[src/rtl/decoder_pkg.sv]
// Shared constants and helpers for the registered one-hot decoder.
// Consumers: onehot_core, decoder_3to8, and any bench wanting a reference decode.
package decoder_pkg;

  localparam int DEC_IN_W  = 3;
  localparam int DEC_MAX_W = 6;

  function automatic int out_width(input int w);
    return 1 << w;
  endfunction

  // Reference decode at the widest legal size; callers slice what they need.
  function automatic logic [(1<<DEC_MAX_W)-1:0] onehot(input logic [DEC_MAX_W-1:0] code);
    logic [(1<<DEC_MAX_W)-1:0] v;
    v = '0;
    v[code] = 1'b1;
    return v;
  endfunction

endpackage

[src/rtl/onehot_core.sv]
// Purely combinational binary-to-one-hot decode, IN_W -> 2**IN_W.
module onehot_core
  import decoder_pkg::*;
#(
  parameter int IN_W  = DEC_IN_W,
  parameter int OUT_W = out_width(IN_W)
) (
  input  logic [IN_W-1:0]  code,
  output logic [OUT_W-1:0] dec
);

  // One comparator per output line keeps every bit independent of the others.
  for (genvar k = 0; k < OUT_W; k++) begin : g_line
    assign dec[k] = (code == IN_W'(k));
  end

endmodule

[src/rtl/decoder_3to8.sv]
// Registered binary-to-one-hot decoder with synchronous active-high reset.
// Optional macro DECODER_ACTIVE_LOW_EN presents out active-low (idle all ones).
module decoder_3to8
  import decoder_pkg::*;
#(
  parameter int IN_W  = DEC_IN_W,
  parameter int OUT_W = out_width(IN_W)
) (
  input  logic             clk,
  input  logic             rst,
  input  logic             en,
  input  logic [IN_W-1:0]  in,
  output logic [OUT_W-1:0] out,
  output logic             valid
);

  if (IN_W < 1 || IN_W > DEC_MAX_W) begin : g_bad_w
    $error("decoder_3to8: IN_W out of range 1..6");
  end
  if (OUT_W != out_width(IN_W)) begin : g_bad_ow
    $error("decoder_3to8: OUT_W must equal 2**IN_W");
  end

`ifdef DECODER_ACTIVE_LOW_EN
  localparam logic [OUT_W-1:0] IDLE = '1;
`else
  localparam logic [OUT_W-1:0] IDLE = '0;
`endif

  logic [OUT_W-1:0] dec;

  onehot_core #(.IN_W(IN_W), .OUT_W(OUT_W)) u_core (
    .code (in),
    .dec  (dec)
  );

  // XOR with the idle pattern applies the optional polarity inversion.
  always_ff @(posedge clk) begin
    if (rst) begin
      out   <= IDLE;
      valid <= 1'b0;
    end else if (en) begin
      out   <= dec ^ IDLE;
      valid <= 1'b1;
    end else begin
      out   <= IDLE;
      valid <= 1'b0;
    end
  end

endmodule

[config.mk]
export PLATFORM = sky130hd
export DESIGN_NAME = decoder_3to8
export DESIGN_NICKNAME = d
export VERILOG_FILES = /design/src/rtl/decoder_pkg.sv /design/src/rtl/onehot_core.sv /design/src/rtl/decoder_3to8.sv
export SDC_FILE = /design/constraint.sdc
export NUM_CORES = 1
export LEC_CHECK = 0
export CORE_AREA = 2 2 39 41
export DETAILED_ROUTE_END_ITERATION = 10
export DIE_AREA = 0 0 41 43
export PLACE_DENSITY = 0.54
export SLEW_MARGIN = 30
export SYNTH_ARGS = -nofsm -noshare
export SYNTH_HDL_FRONTEND = slang
export SYNTH_HIERARCHICAL = 1
export SYNTH_SLANG_ARGS = --single-unit
[constraint.sdc]
create_clock -name clk -period 0.8 [get_ports clk]
set_clock_uncertainty 0.15 [all_clocks]
set_input_delay 0.08 -clock clk [delete_from_list [all_inputs] [get_ports clk]]
set_output_delay 0.08 -clock clk [all_outputs]
set_load 0.02 [all_outputs]
==> impl_metrics.toml <==
[global_routing]
grt_max_degree = 10
grtUsageTotal_pct = 7.68
antenna_found_initial = 0
grt_pass1_vias = 194
grt_pass1_wl_microns = 814
gr-total-overflow = 0

[clocking]
cts_root_buf = "clkbuf_4"
clkSinkCount = 9
cts_made_buffers = 3
cts_tree = "done"
clockBufferDepth = 2
cts.clk_slew.worst_paths_ns = 0.06
htree_levels = 1
cts_hold_buffers = 0

[placed_design]
globalplace.congestion = 0.660
port_buffers = 14
post-place-ws_ns = -0.514

[pwr]
p_per_area_nw_per_um2 = 1680
ir_drop_v = 0.000615
p_leak_nw = 0.271

[synthesis]
synth.most_common_cell = "dfxtp_1"
synth.area.mux_share_pct = 0
ys_seq_elements = 9
ys.flop_type = "dfxtp_1"
syn-num-nets = 32
synth-simple-area-share_pct = 44.0
synth_top_family_by_area = "simple AND/OR/NAND/NOR gates"
synthTopCellsByArea = "dfxtp_1 56%, and3b_1 22%, and3b_2 9.3%, nor3b_1 7.0%, and3_2 2.3%"
synth-compound-area-share_pct = 0
synth_area_sq_um = 322
yosys-top-cells-count = "9 x dfxtp_1, 8 x and3b_1, 3 x and3b_2, 3 x nor3b_1"
synth-edff-count = 0
synth_xor_xnor_area_share_pct = 0
ys_types = 7
syn_area_per_cell_sq_um = 12.4
synth_top_cell_by_area = "dfxtp_1"
ys.warnings.count = 6
synth_top_area_share_pct = 56.0
synthCells = 26
async_flop_share_pct = 0
synth_seq_area_share_pct = 56.0
synth_fa_ha_area_share_pct = 0

[sta]
min_period_over_period_pct = 115
setup_viol = 9
fmax_mhz = 1090
slew_viol_final = 0
rsz0062_at_grt = "true"
slew-limit-headroom_pct = 84.5
finalHoldViolations = 0
fin_ws_ns = -0.118
whs_ns = 0.0477
worst_slew_pin_slew_ns = 0.233
timing.final.crit_period_ns = 0.918

[min_path]
hold_path_class = "in2reg"

[drt]
wirelength_microns = 559
wl_per_cell_microns = 9.32
avgViaCountPerCell = 4.18
drtIter0Drc = 6
drtAntennaViolNets = 0
drtPass1Iterations = 2
drc = 0
vias = 251

[floorplan]
io_pins = 15
die_h_microns = 43
fp.dieArea_sq_um = 1760
rows = 14
initial_core_util_pct = 23.2
core_area_sq_um = 1380
die_w_microns = 41

[layout]
fin_util_pct = 38.4
nNetsFinal = 51
antenna_cells = 0
drive_gt1_share_pct = 56.8
area_growth_pct = 65.4

[worst_setup_path]
crit_path_start_kind = "flop"
path_delay_family = "flip-flops"
cp.buffers_inverters = 1
cpMaxStageDelayCell = "dfxtp_2"
crit_arrival_ns = 0.69
critPathMaxFanout = 1
cp-end-kind = "output pin"
path_class = "reg2out"
cp_cell_sequence = "buf_6"
slowest_delay_ns = 0.31
worstPathRequired_ns = 0.57

[outcome]
violations = "setup timing"
status = "complete, but fails checks"

[run]
drv_cap = 0
==> stage by stage <==
stage                     setup TNS [ns]  power (mW)  instances  area, sq um
after global placement             -6.57       0.566         56          482
after detailed placement           -6.82       0.568         56          482
after global routing               -1.26       0.936         60          532
final                              -1.05       0.892         60          532
after floorplan                        0       0.506         26          322
after CTS                          -1.16       0.909         60          526
==> kinds of logic after synthesis <==
kind of cell / after synthesis
DFF: 9
and+or+nand+nor: 17
==> cell type report <==
type                       instances  area [sq um]
sequential                         9           191
fill                             135           852
multi-input combinational         17           141
clock buffer                       4          26.3
tap                               16          20.0
timing repair buffer              14           153
==> power by group <==
part / switching, mW / internal, mW
clock: 0.144 / 0.191
sequential: 0.00391 / 0.459
combinational: 0.0413 / 0.0522
total: 0.189 / 0.703
==> sequential cells by signal, indices dropped and copies added, names as in the netlist <==
name and flops:
out 8, valid 1
==> cells in the final DEF (no fill, tap or decap) <==
cell type        n
nor3_1           1
nor2b_1          1
nor3b_1          3
clkbuf_1         1
dfxtp_2          9
and3_2           1
clkbuf_4         3
dlymetal6s2s_1   1
and3b_1          8
clkdlybuf4s15_1  3
dlygate4sd2_1    1
buf_6            9
and3b_2          3
==> final timing paths <==
path,from,to,slack [ns],depth (start not counted)
worst max-delay path,out[4],out[4],-0.12,1
worst min-delay path,en,valid,0.05,2
==> repair_timing <==
| action | CTS | global route |
|---|---|---|
| endpoints found under the setup margin | 17 | 18 |
| hold endpoints to repair | 0 | 0 |
| setup buffers | 0 | 0 |
| resized for setup | 67 | 4 |
==> routing by layer <==
layer  GRT usage (%)  up-vias  routed length, microns
met2            9.06       13                     258
met3            3.14        2                      43
met1            8.52      107                     237
met5               0        -                       0
met4            10.0        0                      19
li1                -      129                       -
Power figures use the tool's default switching activity.
